[src/rtl/debounce_pkg.sv]
// debounce_pkg: FSM state type and parameter defaults shared by the button debouncer.
package debounce_pkg;
  typedef enum logic [1:0] {IDLE_LO, WAIT_HI, IDLE_HI, WAIT_LO} state_t;
  localparam int unsigned DEF_SYNC_STAGES     = 2;
  localparam int unsigned DEF_DEBOUNCE_CYCLES = 16;
  localparam int unsigned DEF_CNT_W           = 4;
  function automatic int unsigned cnt_width(input int unsigned d);
    return $clog2(d + 1);
  endfunction
endpackage

[src/rtl/btn_debounce_sync_chain.sv]
// sync_chain: multi-flop synchronizer for an asynchronous single-bit input.
module sync_chain
  import debounce_pkg::*;
#(
  parameter int unsigned STAGES = DEF_SYNC_STAGES
) (
  input  logic clk,
  input  logic resetn,
  input  logic i_d,
  output logic o_q
);
  logic [STAGES-1:0] r_chain;
  always_ff @(posedge clk)
    r_chain <= !resetn ? '0 : {r_chain[STAGES-2:0], i_d};
  assign o_q = r_chain[STAGES-1];
endmodule

[src/rtl/btn_debounce.sv]
// btn_debounce: synchronized, debounced button level with rise/fall pulses and press count.
// Optional DEBOUNCE_TOGGLE_EN adds a toggle register flipped on every accepted rise.
module btn_debounce
  import debounce_pkg::*;
#(
  parameter int unsigned SYNC_STAGES     = DEF_SYNC_STAGES,
  parameter int unsigned DEBOUNCE_CYCLES = DEF_DEBOUNCE_CYCLES,
  parameter int unsigned CNT_W           = DEF_CNT_W
) (
  input  logic             clk,
  input  logic             resetn,
  input  logic             in_raw,
  output logic             level,
  output logic             rise,
  output logic             fall,
  output logic [CNT_W-1:0] press_cnt,
  output logic             toggle
);
  localparam int unsigned   CW     = cnt_width(DEBOUNCE_CYCLES);
  localparam logic [CW-1:0] C_LAST = CW'(DEBOUNCE_CYCLES - 1);
  localparam logic [CW-1:0] C_ONE  = CW'(1);
  localparam bit            BYPASS = DEBOUNCE_CYCLES == 1;
  logic             w_sync;
  state_t           r_state, w_state_nxt;
  logic [CW-1:0]    r_cnt, w_cnt_nxt;
  logic             r_level, r_rise, r_fall, w_rise_nxt, w_fall_nxt;
  logic [CNT_W-1:0] r_press;
  sync_chain #(.STAGES(SYNC_STAGES)) u_sync (
    .clk    (clk),
    .resetn (resetn),
    .i_d    (in_raw),
    .o_q    (w_sync)
  );
  always_ff @(posedge clk) begin
    if (!resetn) begin
      r_state <= IDLE_LO;
      r_cnt   <= '0;
    end else begin
      r_state <= w_state_nxt;
      r_cnt   <= w_cnt_nxt;
    end
  end
  // r_cnt holds samples already seen; the current matching sample completes the run at C_LAST
  always_comb begin
    w_state_nxt = r_state;
    w_cnt_nxt   = '0;
    case (r_state)
      IDLE_LO: if (w_sync) begin
        w_state_nxt = BYPASS ? IDLE_HI : WAIT_HI;
        w_cnt_nxt   = BYPASS ? '0 : C_ONE;
      end
      WAIT_HI:
        if (!w_sync) w_state_nxt = IDLE_LO;
        else if (r_cnt == C_LAST) w_state_nxt = IDLE_HI;
        else w_cnt_nxt = r_cnt + C_ONE;
      IDLE_HI: if (!w_sync) begin
        w_state_nxt = BYPASS ? IDLE_LO : WAIT_LO;
        w_cnt_nxt   = BYPASS ? '0 : C_ONE;
      end
      WAIT_LO:
        if (w_sync) w_state_nxt = IDLE_HI;
        else if (r_cnt == C_LAST) w_state_nxt = IDLE_LO;
        else w_cnt_nxt = r_cnt + C_ONE;
      default: w_state_nxt = IDLE_LO;
    endcase
  end
  always_comb begin
    w_rise_nxt = (w_state_nxt == IDLE_HI) && !r_level;
    w_fall_nxt = (w_state_nxt == IDLE_LO) && r_level;
  end
  always_ff @(posedge clk) begin
    if (!resetn) begin
      r_level <= 1'b0;
      r_rise  <= 1'b0;
      r_fall  <= 1'b0;
      r_press <= '0;
    end else begin
      r_level <= w_rise_nxt ? 1'b1 : w_fall_nxt ? 1'b0 : r_level;
      r_rise  <= w_rise_nxt;
      r_fall  <= w_fall_nxt;
      r_press <= r_press + CNT_W'(w_rise_nxt);
    end
  end
`ifdef DEBOUNCE_TOGGLE_EN
  logic r_toggle;
  always_ff @(posedge clk)
    r_toggle <= !resetn ? 1'b0 : r_toggle ^ w_rise_nxt;
  assign toggle = r_toggle;
`else
  assign toggle = 1'b0;
`endif
  assign level     = r_level;
  assign rise      = r_rise;
  assign fall      = r_fall;
  assign press_cnt = r_press;
endmodule

[config.mk]
export PLATFORM = sky130hd
export DESIGN_NAME = btn_debounce
export DESIGN_NICKNAME = d
export VERILOG_FILES = /design/src/rtl/debounce_pkg.sv /design/src/rtl/btn_debounce_sync_chain.sv /design/src/rtl/btn_debounce.sv
export SDC_FILE = /design/constraint.sdc
export NUM_CORES = 1
export LEC_CHECK = 0
export BUFFER_PORTS_ARGS = -buffer_cell sky130_fd_sc_hd__buf_4
export CORE_AREA = 2 2 39 41
export CTS_CLUSTER_DIAMETER = 200
export DETAILED_ROUTE_END_ITERATION = 6
export DIE_AREA = 0 0 41 43
export HOLD_SLACK_MARGIN = 0.1
export PLACE_DENSITY = 0.71
export SYNTH_ARGS = -nofsm -noshare
export SYNTH_HDL_FRONTEND = slang
export SYNTH_SLANG_ARGS = --single-unit
[constraint.sdc]
create_clock -name clk -period 2.3 [get_ports clk]
set_input_delay 0.23 -clock clk [delete_from_list [all_inputs] [get_ports clk]]
set_output_delay 0.23 -clock clk [all_outputs]
set_load 0.005 [all_outputs]
==> metrics.md <==
| Metric | Value |
|---|---|
| WS Path Type | `reg2reg` |
| Die width | `41 um` |
| WL/cell | `10.9 um` |
| Most area-consuming cells after synthesis | `dfxtp_1 49%, ha_1 5.8%, xor2_1 4.0%` |
| TritonCTS clock tree | `built` |
| Setup TNS | `0 ns` |
| Warnings, synthesis | `0` |
| Dpl cells | `85` |
| Worst EP arrival | `1.94 ns` |
| Leak | `0.000327 uW` |
| Drt total wl | `961 um` |
| Antenna violations before repair | `0` |
| Mapped Area | `649 um^2` |
| Starting DRT DRC Count | `9` |
| Final nets | `80` |
| CORE AREA | `0.00138 mm^2` |
| Clock Sinks | `16` |
| RSZ-0062 raised after global routing | `false` |
| Crit-path cells | `ha_1 > and4b_1 > a21oi_2 > nor3b_1 > ha_1 > ha_1 > and2_1` |
| Maximum buffer depth of the clock tree | `2` |
| Clk_skew | `0.00208 ns` |
| Synth Register Bits | `16` |
| Post-layout instance area | `744 um^2` |
| Layout cells sized above 1 | `26.4%` |
| Pwr dens | `576 mW/mm^2` |
| Via count | `445` |
| Mapped Cells | `62` |
| Clk slew on worst S/H paths | `0.08 ns` |
| GRT met2 Usage | `18.8%` |
| Detail Route Antenna Nets | `0` |
| Fill cell count | `141` |
| H-tree depth reported by CTS | `1` |
| Pins over their slew limit | `0` |
| CP required | `2.47 ns` |
| Vias in the first global route | `392` |
| Worst-Skew Late Latency | `0.27 ns` |
| Initial core utilization | `46.9%` |
| Row cnt | `14` |
| DP HPWL | `714 um` |
| Post-cts gate resize count | `0` |
| Met1 usage | `17.7%` |
| Die area | `0.00176 mm^2` |
| First-pass iteration count of the detailed router | `4` |
| RD Place Congestion | `0.693` |
| Synth top area share | `49.3%` |
| Slowest-stage cell, CP | `dfxtp_1` |
| Grt total ovfl | `0` |
| Ant diodes | `0` |
| Final min period | `1.77 ns` |
| Crit. End Element | `register` |
| Worst-path maximum fanout | `3` |
| Area delta synth->final | `14.6%` |
| Pin count of the biggest net entering global routing | `12` |
| GRT Max-Usage Layer | `met2` |
| Status | `finished, final reports clean` |
| Worst Setup Start Kind | `register` |
| Avg Vias per Cell | `5.06` |
| # port buffers | `9` |
| Overall routing resource usage | `13.3%` |
| CTS Buf Count | `3` |
| Sequential element share of the synthesized area | `49.3%` |
| Final setup vio count | `0` |
| Top cell type by total area after synthesis | `dfxtp_1` |
| Syn nets | `68` |
| Placed inst area | `722 um^2` |
| Fin. Hold Viols | `0` |
| Mean post-synth cell area | `10.5 um^2` |
| DR DRC count | `0` |
| Max-cap check violation count | `0` |
| Io pins | `11` |
| FMAX | `565 MHz` |
| Worst vdd ir | `395 uV` |
| CTS root buf | `clkbuf_4` |
| First-pass GRT wire length | `1590 um` |
| GRT met3 Usage | `4.71%` |
| HP Class | `in2reg` |
| R2R Setup Slk | `0.53 ns` |
| Final Cycle Share | `76.9%` |
| Finished Layout Cells | `88` |
| Post-CTS setup buffers | `0` |
| Worst path most repeated cell | `ha_1` |
| CP max stage delay | `0.36 ns` |
| Hold buffer count at CTS | `0` |
| Unique cell type count in the Yosys netlist | `27` |
| Chip height | `43 um` |
-- path summary, 6_finish.rpt --
kind	start	to	depth (start not counted)
worst min register to register	r_cnt[4]$_SDFF_PN0_	r_cnt[4]$_SDFF_PN0_	2
worst min-delay path	in_raw	u_sync.r_chain[0]$_SDFF_PN0_	2
worst max-delay path	r_cnt[0]$_SDFF_PN0_	press_cnt[1]$_SDFF_PN0_	7
worst max register to register	r_cnt[0]$_SDFF_PN0_	press_cnt[1]$_SDFF_PN0_	7
-- synth_stat cells --
library cell	instances
inv_1	1
nand3_2	1
a211oi_1	1
buf_6	1
and2_1	4
and4b_1	1
nor3b_1	1
a31oi_1	1
nor4b_2	1
buf_4	1
nand2_1	5
and3_1	2
xor2_1	3
mux2i_1	1
xnor2_1	2
nor3_2	1
dfxtp_1	16
a21o_1	1
nor2_1	4
conb_1	1
o21ai_0	2
a21oi_2	1
nand3_1	4
clkbuf_1	1
nand2_4	1
ha_1	3
nor3b_2	1
-- kinds of logic after synthesis --
group,count (synthesis),synth area share [%]
buffers and inverters,4,4.05
AOI/OAI and AO/OA,6,6.17
DFF,16,49.3
other,1,0.577
and+or+nand+nor,26,25.8
muxes,1,1.54
adders and majority gates,3,5.78
xor gates and xnor gates,5,6.74
-- state kept, by name, summed over array words and instances, names as in the netlist --
signal	flops
fall	1
level	1
press_cnt	4
r_cnt	5
r_state	2
rise	1
u_sync.r_chain	2
-- stage by stage --
stage | hold WS, ns | utilization, % | worst slack (ns) | power (uW)
global route | 0.148 | 53.8 | 0.398 | 452
CTS | 0.154 | 53.8 | 0.495 | 437
global placement | 0.420 | 52.2 | 0.548 | 299
floorplan | 0.357 | - | 0.545 | 296
detailed placement | 0.425 | 52.2 | 0.518 | 299
finish | 0.165 | 53.8 | 0.531 | 429
-- cells in the final DEF, fill, tap and decap left out --
cell | synthesis | layout
nor3b_2 | 1 | 1
nand3_1 | 4 | 4
a211oi_1 | 1 | 1
nor3_2 | 1 | 1
a31oi_1 | 1 | 1
nand2_1 | 5 | 5
o21ai_0 | 2 | 2
and2_1 | 4 | 4
xnor2_1 | 2 | 2
and3_1 | 2 | 2
dfxtp_1 | 16 | 16
and4b_1 | 1 | 1
nor2_1 | 4 | 4
nand3_2 | 1 | 1
clkbuf_4 | 0 | 3
nand2_4 | 1 | 1
a21o_1 | 1 | 1
nor3b_1 | 1 | 1
ha_1 | 3 | 3
mux2i_1 | 1 | 1
nor4b_2 | 1 | 1
conb_1 | 1 | 1
inv_1 | 1 | 1
xor2_1 | 3 | 3
a21oi_2 | 1 | 1
buf_4 | 1 | 10
-- report_power, final --
part | total, uW | switching, uW | internal, uW
sequential | 282 | 2.82 | 279
clock | 137 | 76.1 | 60.6
combinational | 10.1 | 5.24 | 4.87
total | 429 | 84.1 | 345
-- layer usage --
metal	vias to the layer above	routed length [um]
li1	230	-
met1	208	464
met2	5	457
met3	2	27
met4	0	12
met5	-	0
-- final cells by class --
| class | count | area [um^2] | share of cell area [%] |
|---|---|---|---|
| sequential | 16 | 320 | 43.0 |
| multi-input combinational | 42 | 303 | 40.7 |
| timing repair buffer | 10 | 75.1 | 10.1 |
| clock buffer | 3 | 22.5 | 3.03 |
| tap | 16 | 20.0 | 2.69 |
| inverter | 1 | 3.75 | 0.504 |
-- critical path: cells and delay by family, from the launching register on --
kind	cells	cell delay, ns
and+or+nand+nor	3	0.61
AOI/OAI and AO/OA	1	0.08
DFF	1	0.36
adders and majority gates	3	0.63
Note: power is estimated with default switching activity, not from simulation.
